## src/rtl/seq_det_pkg.sv

```systemverilog
// Shared types, defaults and helpers for the parametrised serial pattern detector.
package seq_det_pkg;

  localparam int unsigned DefPatW    = 4;
  localparam logic [3:0]  DefPattern = 4'b1101;
  localparam int unsigned DefLen     = 4;

  typedef enum logic {
    Filling,
    Armed
  } fsm_state_e;

  // Width needed to hold a length in 0..pat_w.
  function automatic int unsigned len_width(input int unsigned pat_w);
    return $clog2(pat_w + 1);
  endfunction

  function automatic int unsigned clamp_len(input int unsigned len, input int unsigned pat_w);
    if (len == 0) begin
      return 1;
    end
    if (len > pat_w) begin
      return pat_w;
    end
    return len;
  endfunction

endpackage

```

## src/rtl/seq_det_sat_cnt.sv

```systemverilog
// Saturating up-counter with clear; a clear coincident with an increment yields 1.
module seq_det_sat_cnt #(
  parameter int unsigned CNT_W = 8
) (
  input  logic             clk,
  input  logic             rst,
  input  logic             inc,
  input  logic             clr,
  output logic [CNT_W-1:0] cnt
);

  localparam logic [CNT_W-1:0] CntMax = '1;

  logic [CNT_W-1:0] cnt_q, cnt_d;

  always_comb begin
    cnt_d = cnt_q;
    if (clr) begin
      cnt_d = inc ? CNT_W'(1) : '0;
    end else if (inc && (cnt_q != CntMax)) begin
      cnt_d = cnt_q + CNT_W'(1);
    end
  end

  always_ff @(posedge clk) begin
    if (rst) begin
      cnt_q <= '0;
    end else begin
      cnt_q <= cnt_d;
    end
  end

  assign cnt = cnt_q;

endmodule

```

## src/rtl/seq_detect_param.sv

```systemverilog
// Runtime-programmable serial pattern detector with registered match pulse.
// Optional saturating match counter enabled by defining SEQ_DET_COUNT_EN.
module seq_detect_param
  import seq_det_pkg::*;
#(
  parameter int unsigned      PAT_W    = DefPatW,
  parameter logic [PAT_W-1:0] PAT_INIT = PAT_W'(DefPattern),
  parameter int unsigned      LEN_INIT = DefLen,
  parameter bit               OVERLAP  = 1'b1,
  parameter int unsigned      CNT_W    = 8
) (
  input  logic                         clk,
  input  logic                         rst,
  input  logic                         din,
  input  logic                         din_valid,
  input  logic                         cfg_we,
  input  logic [PAT_W-1:0]             cfg_pattern,
  input  logic [len_width(PAT_W)-1:0]  cfg_len,
  input  logic                         cnt_clr,
  output logic                         dout,
  output logic [CNT_W-1:0]             match_cnt
);

  localparam int unsigned      LenW    = len_width(PAT_W);
  localparam logic [LenW-1:0]  FillMax = LenW'(PAT_W);
  localparam logic [LenW-1:0]  LenRst  = LenW'(clamp_len(LEN_INIT, PAT_W));

  logic [PAT_W-1:0] hist_q, hist_d;
  logic [PAT_W-1:0] pat_q, pat_d;
  logic [LenW-1:0]  fill_q, fill_d;
  logic [LenW-1:0]  len_q, len_d;
  fsm_state_e       state_q, state_d;
  logic             dout_q, dout_d;

  logic [PAT_W-1:0] hist_shift;
  logic [PAT_W-1:0] len_mask;
  logic [LenW-1:0]  fill_inc;
  logic             armed_next;
  logic             match;

  always_comb begin
    len_mask = '0;
    for (int i = 0; i < PAT_W; i++) begin
      len_mask[i] = (i < int'(len_q));
    end
  end

  assign hist_shift = {hist_q[PAT_W-2:0], din};
  assign fill_inc   = (fill_q == FillMax) ? fill_q : fill_q + LenW'(1);
  // Once armed, fill never drops below len without a cfg/match/reset clearing it.
  assign armed_next = (state_q == Armed) || (fill_inc >= len_q);
  assign match      = din_valid && !cfg_we && armed_next &&
                      (((hist_shift ^ pat_q) & len_mask) == '0);

  always_comb begin
    hist_d = hist_q;
    fill_d = fill_q;
    pat_d  = pat_q;
    len_d  = len_q;
    dout_d = 1'b0;
    if (cfg_we) begin
      pat_d  = cfg_pattern;
      len_d  = LenW'(clamp_len(32'(cfg_len), PAT_W));
      hist_d = '0;
      fill_d = '0;
    end else if (din_valid) begin
      hist_d = hist_shift;
      fill_d = fill_inc;
      dout_d = match;
      if (match && !OVERLAP) begin
        fill_d = '0;
      end
    end
    state_d = (fill_d >= len_d) ? Armed : Filling;
  end

  always_ff @(posedge clk) begin
    if (rst) begin
      hist_q  <= '0;
      fill_q  <= '0;
      pat_q   <= PAT_INIT;
      len_q   <= LenRst;
      state_q <= Filling;
      dout_q  <= 1'b0;
    end else begin
      hist_q  <= hist_d;
      fill_q  <= fill_d;
      pat_q   <= pat_d;
      len_q   <= len_d;
      state_q <= state_d;
      dout_q  <= dout_d;
    end
  end

  assign dout = dout_q;

`ifdef SEQ_DET_COUNT_EN
  seq_det_sat_cnt #(
    .CNT_W(CNT_W)
  ) u_sat_cnt (
    .clk(clk),
    .rst(rst),
    .inc(dout_q),
    .clr(cnt_clr),
    .cnt(match_cnt)
  );
`else
  logic unused_cnt_clr;
  assign unused_cnt_clr = cnt_clr;
  assign match_cnt      = '0;
`endif

endmodule
```

## config.mk

```make
export PLATFORM = sky130hd
export DESIGN_NAME = seq_detect_param
export DESIGN_NICKNAME = d
export VERILOG_FILES = /design/src/rtl/seq_det_pkg.sv /design/src/rtl/seq_det_sat_cnt.sv /design/src/rtl/seq_detect_param.sv
export SDC_FILE = /design/constraint.sdc
export NUM_CORES = 1
export LEC_CHECK = 0
export ABC_AREA = 1
export CORE_ASPECT_RATIO = 0.9
export CORE_MARGIN = 2
export CORE_UTILIZATION = 40
export DETAILED_ROUTE_END_ITERATION = 10
export GPL_TIMING_DRIVEN = 0
export PLACE_DENSITY_LB_ADDON = 0.1
export SKIP_CTS_REPAIR_TIMING = 1
export SLEW_MARGIN = 20
export SYNTH_ARGS = -nofsm -noshare
export SYNTH_HDL_FRONTEND = slang
export SYNTH_HIERARCHICAL = 1
export SYNTH_SLANG_ARGS = --single-unit
export TNS_END_PERCENT = 30
```

## constraint.sdc

```tcl
create_clock -name clk -period 5.5 [get_ports clk]
set_clock_uncertainty 0.2 [all_clocks]
set_input_delay 0.55 -clock clk [delete_from_list [all_inputs] [get_ports clk]]
set_output_delay 0.55 -clock clk [all_outputs]
set_load 0.02 [all_outputs]
```

==> flow_metrics.py <==
metrics = {
    "outcome": {
        "run_status": "finished, final reports clean",
    },
    "layout": {
        "synthToLayoutAreaGrowth_pct": 21.88,
        "nets": 173,
        "design_area_um2": 1101,
        "antennaDiodeCount": 0,
        "utilization": 0.5093,
        "drive_gt1_frac": 0.1192,
    },
    "sta": {
        "setup_viol": 0,
        "drv_slew": 0,
        "finalCritPeriodShare": 0.4156,
        "rsz0062_at_grt": "no",
        "setup_ws_ps": 3214,
        "fmax_mhz": 437.5,
        "tns_ps": 0,
        "hold_violations": 0,
        "period_needed_ps": 2286,
    },
    "floorplan": {
        "std_cell_rows": 16,
        "initial_core_util": 0.4178,
        "boundaryPins": 22,
        "die_area_um2": 2655,
        "dieWidth_um": 54.10,
        "dieHeight_um": 49.09,
        "core_area_um2": 2162,
    },
    "synth": {
        "yosysMostFrequentCell": "nand2_1",
        "synth_common_cells": "nand2_1, inv_1, dfxtp_1, nor2_1, o21ai_0",
        "synth-seq-area-share": 0.3324,
        "synth.avg_cell_area_um2": 7.003,
        "async_flop_share": 0,
        "ys.warnings.count": 6,
        "ys_top_cells_by_area": "dfxtp_1, nand2_1, ha_1, inv_1, buf_4",
        "synth_enable_flop_cells": 0,
        "synth.cell_area_um2": 903.4,
        "ys_ff_latch": 15,
        "netlist.area_leader.share": 0.3324,
        "netlist_instances": 129,
        "ys.flop_type": "dfxtp_1",
        "ys_types": 24,
        "synth_top_area_cell": "dfxtp_1",
    },
    "worst_setup_path": {
        "slowest_delay_ps": 560,
        "critPathCaptureType": "flip-flop",
        "reg2reg_setup_slack_ps": 3510,
        "critPathKind": "input port to flip-flop",
        "startpoint": "din_valid",
        "reg2reg_depth": 10,
        "r2r-start": "fill_q[1]",
        "crit_chain": "clkdlybuf4s50_1 > inv_1 > nand2_1 > nand3_1 > inv_1 > ha_1 > a21oi_1 > o211ai_1 > nand2_1 > inv_1",
        "cp_common_cell": "inv_1",
        "crit_path_end": "state_q",
        "required_ps": 5490,
        "start_kind": "input port",
        "slowest_stage": "clkdlybuf4s50_1",
        "r2r-end": "state_q",
        "path_max_fanout": 8,
        "critPathArrivalTime_ps": 2280,
    },
    "detailed_routing": {
        "ant_nets": 0,
        "dr.pass1.iters": 4,
        "wl_per_cell_um": 9.506,
        "drtIter0Drc": 9,
        "vias_per_cell": 4.455,
        "vias": 793,
        "wl_mm": 1.692,
        "drc_errors": 0,
    },
    "worst_hold_path": {
        "hold_class": "input port to flip-flop",
    },
    "clock_network": {
        "clk_latency_ps": 280,
        "cts.clk_slew.worst_paths_ps": 100,
        "cts_max_path_buffers": 2,
        "cts_made_buffers": 3,
        "clock-root-buffer": "clkbuf_4",
        "htree_levels": 1,
        "clock_sink_count": 15,
        "cts_tree": "done",
    },
    "power": {
        "p_leak_nw": 0.5735,
        "power.total_mw": 0.2353,
        "power_density_nw_per_um2": 213.7,
        "ir_worst_vdd_mv": 0.1244,
    },
    "job": {
        "timing.max_cap.violations": 0,
    },
    "global_routing": {
        "overflow": 0,
        "grt.total_usage": 0.1429,
        "grt_pass1_wl_mm": 2.815,
        "grt_max_degree": 11,
        "antenna_found_initial": 0,
        "grt_pass1_vias": 650,
    },
    "placed_design": {
        "place_congestion": 0.7919,
        "dp_hpwl_mm": 1.345,
        "dp_slack_ps": 2940,
        "port_buffers": 11,
        "postPlaceCellArea_um2": 1074,
    },
}
==> cells in the final DEF (no fill, tap or decap), types with 2 or more instances in the layout <==
master	synthesis	final
o21ai_0	9	9
or2_2	2	2
ha_1	8	8
nand3_1	5	5
clkbuf_4	0	3
nor2_1	12	12
buf_4	8	8
a21oi_1	8	8
inv_1	21	21
clkdlybuf4s50_1	0	11
conb_1	1	8
nand2_1	27	27
dfxtp_1	15	15
==> worst max-delay path, delay by kind of cell <==
kind                     cells  cell delay (ps)
buffers and inverters        4              900
adder cells (fa/ha/maj)      1              320
AND/OR/NAND/NOR              3              250
AO/OA/AOI/OAI                2              250
==> layout make-up <==
type	instances	area [um2]
tap	27	33.78
multi-input combinational	89	470.5
clock inverter	1	5.005
inverter	22	82.58
fill	236	1061
sequential	15	300.3
clock buffer	3	22.52
timing repair buffer	11	110.1
buffer	10	76.32
==> state kept, by name, indices dropped and copies added (netlist names) <==
register,cells
pat_q,4
fill_q,3
hist_q,3
len_q,3
dout,1
state_q,1
==> worst min path at each step <==
stage	startpoint	end	slack (ps)	depth (start not counted)
2_1_floorplan	pat_q[3]	pat_q[3]	250	2
3_3_place_gp	pat_q[3]	pat_q[3]	260	2
3_5_place_dp	pat_q[3]	pat_q[3]	270	2
4_1_cts	rst	len_q[0]	260	2
5_1_grt	rst	len_q[0]	250	2
6_report	rst	len_q[0]	260	2
==> where the power goes <==
group          internal, mW  switching (mW)
Sequential            0.115         0.00331
Combinational        0.0252          0.0295
Clock                0.0269          0.0358
==> per-stage QoR <==
stage	hold slack, ps	instances
after global routing	254.7	178
after CTS	255.1	178
after global placement	263.9	174
after detailed placement	271.6	174
final	264.3	178
after floorplan	245.3	136
==> logic make-up after synthesis <==
| family | share of synthesized area |
|---|---|
| and+or+nand+nor | 0.2299 |
| buffers and inverters | 0.1759 |
| DFF | 0.3324 |
| adders and majority gates | 0.1108 |
| xor gates and xnor gates | 0.01939 |
| other | 0.004151 |
| AOI/OAI and AO/OA | 0.1274 |
==> layer usage <==
layer  part of all wire  vias to the layer above  track usage
li1                   -                      435            -
met1               0.53                      325       0.2156
met2               0.38                       31       0.1992
met3              0.072                        2      0.02761
met4             0.0089                        0      0.05000
met5                  0                        -            0
No activity file was read; power rests on OpenSTA's default activity.
